## config.mk

```make
export PLATFORM = sky130hd
export DESIGN_NAME = fifo_rd_stream_flat
export DESIGN_NICKNAME = d
export VERILOG_FILES = /design/src/rtl/fifo_rd_stream_if.sv /design/src/rtl/fifo_rd_stream.sv /design/src/flat_wrapper.sv
export SDC_FILE = /design/constraint.sdc
export NUM_CORES = 1
export LEC_CHECK = 0
export CAP_MARGIN = 10
export CORE_ASPECT_RATIO = 0.75
export CORE_MARGIN = 3
export CORE_UTILIZATION = 28
export CTS_BUF_LIST = sky130_fd_sc_hd__clkbuf_4
export CTS_CLUSTER_DIAMETER = 150
export DETAILED_ROUTE_END_ITERATION = 8
export GPL_ROUTABILITY_DRIVEN = 0
export PLACE_DENSITY_LB_ADDON = 0.15
export SYNTH_ARGS = -nofsm -noshare
export SYNTH_HDL_FRONTEND = slang
export SYNTH_SLANG_ARGS = --single-unit
export TNS_END_PERCENT = 20
```

## constraint.sdc

```tcl
create_clock -name clk -period 1.7 [get_ports clk]
set_input_delay 0.17 -clock clk [delete_from_list [all_inputs] [get_ports clk]]
set_output_delay 0.17 -clock clk [all_outputs]
set_load 0.02 [all_outputs]
```

## src/rtl/fifo_rd_stream_if.sv

```systemverilog
// Valid/ready word stream produced by the FIFO read-side drain engine.
interface fifo_rd_stream_if #(
    parameter int unsigned WIDTH = 8
);
    logic             m_valid;
    logic             m_ready;
    logic [WIDTH-1:0] m_data;

    modport master (output m_valid, output m_data, input m_ready);
    modport slave  (input m_valid, input m_data, output m_ready);
endinterface

```

## src/rtl/fifo_rd_stream.sv

```systemverilog
// Drains a registered-read-port FIFO into a bubble-free valid/ready stream using a
// 2-entry output buffer plus tracking of the single read that may be in flight.
module fifo_rd_stream #(
    parameter int unsigned WIDTH = 8,
    parameter int unsigned CNT_W = 16
) (
    input  logic                  clk,
    input  logic                  reset_,
    output logic                  fifo_rden,
    input  logic                  fifo_rdempty,
    input  logic [WIDTH-1:0]      fifo_dataout,
    fifo_rd_stream_if.master      m_if,
    input  logic                  flush,
    output logic [CNT_W-1:0]      word_cnt,
    output logic                  busy
);

    logic [1:0]       occ_q, occ_d, occ_after;
    logic             inflight_q, inflight_d;
    logic [WIDTH-1:0] e0_q, e0_d, e1_q, e1_d;
    logic [CNT_W-1:0] cnt_q, cnt_d;
    logic [2:0]       level;
    logic             pop;

    always_comb begin
        pop        = (occ_q != 2'd0) & m_if.m_ready;
        // Words held after this edge if no new read were issued; a read is allowed
        // only while that leaves room for the word it will return.
        level      = {1'b0, occ_q} + {2'b00, inflight_q} - {2'b00, pop};
        fifo_rden  = reset_ & !fifo_rdempty & !flush & (level < 3'd2);
        cnt_d      = cnt_q + {{(CNT_W - 1){1'b0}}, pop};
        occ_after  = occ_q - {1'b0, pop};
        e0_d       = e0_q;
        e1_d       = e1_q;
        if (pop) begin
            e0_d = e1_q;
        end
        if (inflight_q) begin
            if (occ_after == 2'd0) begin
                e0_d = fifo_dataout;
            end else begin
                e1_d = fifo_dataout;
            end
        end
        occ_d      = occ_after + {1'b0, inflight_q};
        inflight_d = fifo_rden;
        if (flush) begin
            occ_d      = 2'd0;
            inflight_d = 1'b0;
        end
    end

    always_ff @(posedge clk or negedge reset_) begin
        if (!reset_) begin
            occ_q      <= 2'd0;
            inflight_q <= 1'b0;
            e0_q       <= '0;
            e1_q       <= '0;
            cnt_q      <= '0;
        end else begin
            occ_q      <= occ_d;
            inflight_q <= inflight_d;
            e0_q       <= e0_d;
            e1_q       <= e1_d;
            cnt_q      <= cnt_d;
        end
    end

    assign m_if.m_valid = (occ_q != 2'd0);
    assign m_if.m_data  = e0_q;
    assign word_cnt     = cnt_q;
    assign busy         = (occ_q != 2'd0) | inflight_q;

endmodule

```

## src/flat_wrapper.sv

```systemverilog
// flat-port wrapper written by rule: the top's interface ports become plain ports
module fifo_rd_stream_flat 
#(
    parameter int unsigned WIDTH = 8,
    parameter int unsigned CNT_W = 16
)
  (clk, reset_, fifo_rden, fifo_rdempty, fifo_dataout, flush, word_cnt, busy, m_if_m_valid, m_if_m_data, m_if_m_ready);
  fifo_rd_stream_if #(.WIDTH(WIDTH)) m_if_i ();
  input  logic clk;
  input  logic reset_;
  output logic fifo_rden;
  input  logic fifo_rdempty;
  input  logic [WIDTH-1:0] fifo_dataout;
  input  logic flush;
  output logic [CNT_W-1:0] word_cnt;
  output logic busy;
  output wire logic [$bits(m_if_i.m_valid)-1:0] m_if_m_valid;
  output wire logic [$bits(m_if_i.m_data)-1:0] m_if_m_data;
  input wire logic [$bits(m_if_i.m_ready)-1:0] m_if_m_ready;
  assign m_if_m_valid = m_if_i.m_valid;
  assign m_if_m_data = m_if_i.m_data;
  assign m_if_i.m_ready = m_if_m_ready;
  fifo_rd_stream #(.WIDTH(WIDTH), .CNT_W(CNT_W)) u_core (.clk(clk), .reset_(reset_), .fifo_rden(fifo_rden), .fifo_rdempty(fifo_rdempty), .fifo_dataout(fifo_dataout), .m_if(m_if_i), .flush(flush), .word_cnt(word_cnt), .busy(busy));
endmodule
```

==> summary.txt <==
Logic synthesis
  – Number of flip-flops and latches in the synthesized netlist: 35
  – Average size of a mapped cell: 13.4 µm²
  – Combined area of all synthesized cells: 1660 µm²
  – Synth warn: 0
  – Sequential cell area fraction in the yosys report: 52.8%
  – Synthesized net count: 141
  – Synth unique cells: 30
  – Post-synthesis cell count: 124

Global routing
  – Overall overflow remaining after global route: 0
  – Total Routing Usage GR: 11.9%
  – Via count of the first global-routing pass: 1,288
  – Wire length of the first global-routing pass: 6260 µm
  – Largest net degree at the start of global routing: 36
  – Antenna violations before repair: 0

Floorplanning
  – Horizontal extent of the die: 94.9 µm
  – Row count: 23
  – Number of placed I/O pins: 40
  – Area of the die: 6900 µm²
  – Vertical die dimension: 72.7 µm
  – Initial Utilization: 30.0%
  – Floorplan Core Area: 5530 µm²

Drt
  – Final routed wirelength across all metal layers: 3820 µm
  – First-pass DRT Iterations: 5
  – First-iteration detailed-routing DRC count: 30
  – Number of vias after detailed routing: 1,197
  – Via density per instance: 4.53
  – Antenna-violating nets left: 0
  – Remaining DRCs: 0
  – Routed wirelength normalized by instance count: 14.5 µm

CTS
  – TritonCTS clock tree: done
  – Buffer depth of the longest clock path: 2
  – Clock sinks: 35
  – Worst skew pair latency: 0.33 ns
  – H-Tree Depth: 2
  – Clock root buffer: sky130_fd_sc_hd__clkbuf_4
  – Clock slew at the register clock pins of the worst setup and hold paths: 0.11 ns
  – Number of CTS-inserted buffers: 5

Timing
  – Headroom to the max-slew limit: 67.0%
  – Fin Hold WS: 0.459 ns
  – Min Clock Period, post-route: 2.26 ns
  – Slew @ Worst Pin: 0.496 ns
  – Hold violation count in the final report: 0
  – Number of setup violations in the final report: 2
  – Setup repair after global routing missed its margin: true
  – Final count of pins violating max slew: 0
  – Worst setup skew after layout: 0.00623 ns
  – Fraction of the cycle the final worst path needs: 133%
  – Smallest setup slack after layout: -0.555 ns
  – Fmax achieved: 443 MHz
  – Final total negative setup slack: -0.592 ns

Place
  – Placed cell count: 251
  – HPWL after DPL: 2750 µm
  – Post-placement cell area: 2260 µm²
  – Worst Setup Slack post-DPL: -1.07 ns
  – Number of port buffers: 39

Cells and area
  – Design area: 2490 µm²
  – End-of-flow core utilization: 45.2%
  – Commonest non-fill, non-tap cell in the layout: sky130_fd_sc_hd__dfrtp_1
  – Layout Cells excl Fill: 264
  – Layout Nets: 205
  – Most frequent cells in the layout: sky130_fd_sc_hd__dfrtp_1, sky130_fd_sc_hd__clkdlybuf4s50_1, sky130_fd_sc_hd__buf_4
  – Area of the multi-input gates: 883 µm²
  – Sequential cell area: 876 µm²
  – Fillers: 519
  – Layout cells sized above 1: 38.6%
  – Synthesis-to-finish area growth: 50.3%
  – Diode insertion count for antenna repair: 0

Worst setup path
  – RR Endpoint: u_core.inflight_q
  – Data arrival time of the worst path: 2.09 ns
  – Endpoint required time on the critical path: 1.53 ns
  – Minimum setup slack among reg-to-reg paths: -0.04 ns
  – Startpoint-to-endpoint class of the critical path: register to primary output
  – Worst r2r path cells: 6
  – Type of element launching the critical path: register
  – Max FO, Critical Path: 3
  – Endpoint type of the worst setup path: primary output
  – Reg-to-Reg Start: u_core.occ_q[0]

Run status
  – Outcome: complete, but fails checks
  – Failing checks: setup timing

Power and ir drop
  – Final Total Pwr: 2.16 mW
  – Static leakage power: 1.25 nW
  – Peak supply drop: 0.000310 V
  – Power per unit of standard cell area: 864 nW/µm²

Hold path
  – Worst min-delay path class: input port to asynchronous set/reset pin

Run
  – Reported max-cap violation count: 0
## cell usage after synthesis (all sizes together)
master	number	share of area [%]
or3	2	0.75
inv	3	0.68
and2	2	0.75
ha	3	2.3
nand2	6	1.4
nand2b	1	0.38
xor2	7	3.7
nor3	1	0.30
and4	2	1.1
o21ai	2	1.3
nor4	6	2.3
fa	1	1.2
mux2	24	18
a21bo	2	1.2
or2	1	0.38
a21oi	1	0.30
xnor2	8	4.2
nand4	6	3.0
dfrtp	35	53
nor2b	2	0.75
buf	2	1.1
nand3	7	2.1
## final cells by class
type                            count  share of cell area [%]
Timing Repair Buffer               59                    22.2
Sequential cell                    35                    35.1
Multi-Input combinational cell     84                    35.4
Clock inverter                      3                    1.55
Clock buffer                        5                    1.50
Tap cell                           75                    3.76
Inverter                            3                   0.451
## cells by family (layout without fill, tap and decap cells)
family	after synthesis	in the layout	share of synthesized area, %
AO/OA/AOI/OAI	5	5	2.79
XOR/XNOR	15	15	7.91
adder cells (fa/ha/maj)	4	4	3.47
buffers and inverters	5	70	1.81
flip-flops	35	35	52.8
multiplexers	24	24	18.1
AND/OR/NAND/NOR	36	36	13.2
## layer usage
metal | GRT usage (%) | part of all wire (%) | wire [µm]
met4 | 4.00 | 0.94 | 36
met5 | 0 | 0 | 0
met3 | 3.81 | 4.4 | 167
met2 | 18.6 | 46 | 1770
met1 | 15.8 | 48 | 1840
## state kept, by name, indices dropped and copies added, names as in the netlist
register	count
u_core.occ_q	2
u_core.word_cnt	16
u_core.inflight_q	1
u_core.m_if.m_data	8
u_core.e1_q	8
## worst max-delay path, cell delays in order, from the launching register on
cell                      delay [ns]
sky130_fd_sc_hd__dfrtp_1        0.42
sky130_fd_sc_hd__nor2b_2        0.13
sky130_fd_sc_hd__a21bo_2        0.15
sky130_fd_sc_hd__nand2_2        0.07
sky130_fd_sc_hd__fa_2           0.39
sky130_fd_sc_hd__xor2_1         0.18
sky130_fd_sc_hd__nor4_4         0.23
sky130_fd_sc_hd__buf_4          0.19
## worst max path at each step
stage               depth (start not counted)        end            start  slack, ns
detailed placement                          8  fifo_rden     m_if_m_ready      -1.07
finish                                      7  fifo_rden  u_core.occ_q[0]      -0.56
floorplan                                   6  fifo_rden  u_core.occ_q[0]      -0.18
CTS                                         7  fifo_rden  u_core.occ_q[0]      -0.58
global route                                7  fifo_rden  u_core.occ_q[0]      -0.66
global placement                            8  fifo_rden     m_if_m_ready      -0.98
## power by group
| group | internal [mW] | leakage, nW | switching (mW) |
|---|---|---|---|
| clock network | 0.302 | 0.0426 | 0.281 |
| logic | 0.310 | 0.743 | 0.231 |
| registers | 0.938 | 0.466 | 0.0938 |
## what timing repair did
action / in CTS / in global routing
pin swaps: 6 / 6
gates resized for setup: 26 / 17
endpoints found under the setup margin: 6 / 26
endpoints found under the hold margin: 35 / 0
hold buffers: 1 / 0
setup buffers: 3 / 1
No activity file was read; power rests on OpenSTA's default activity.
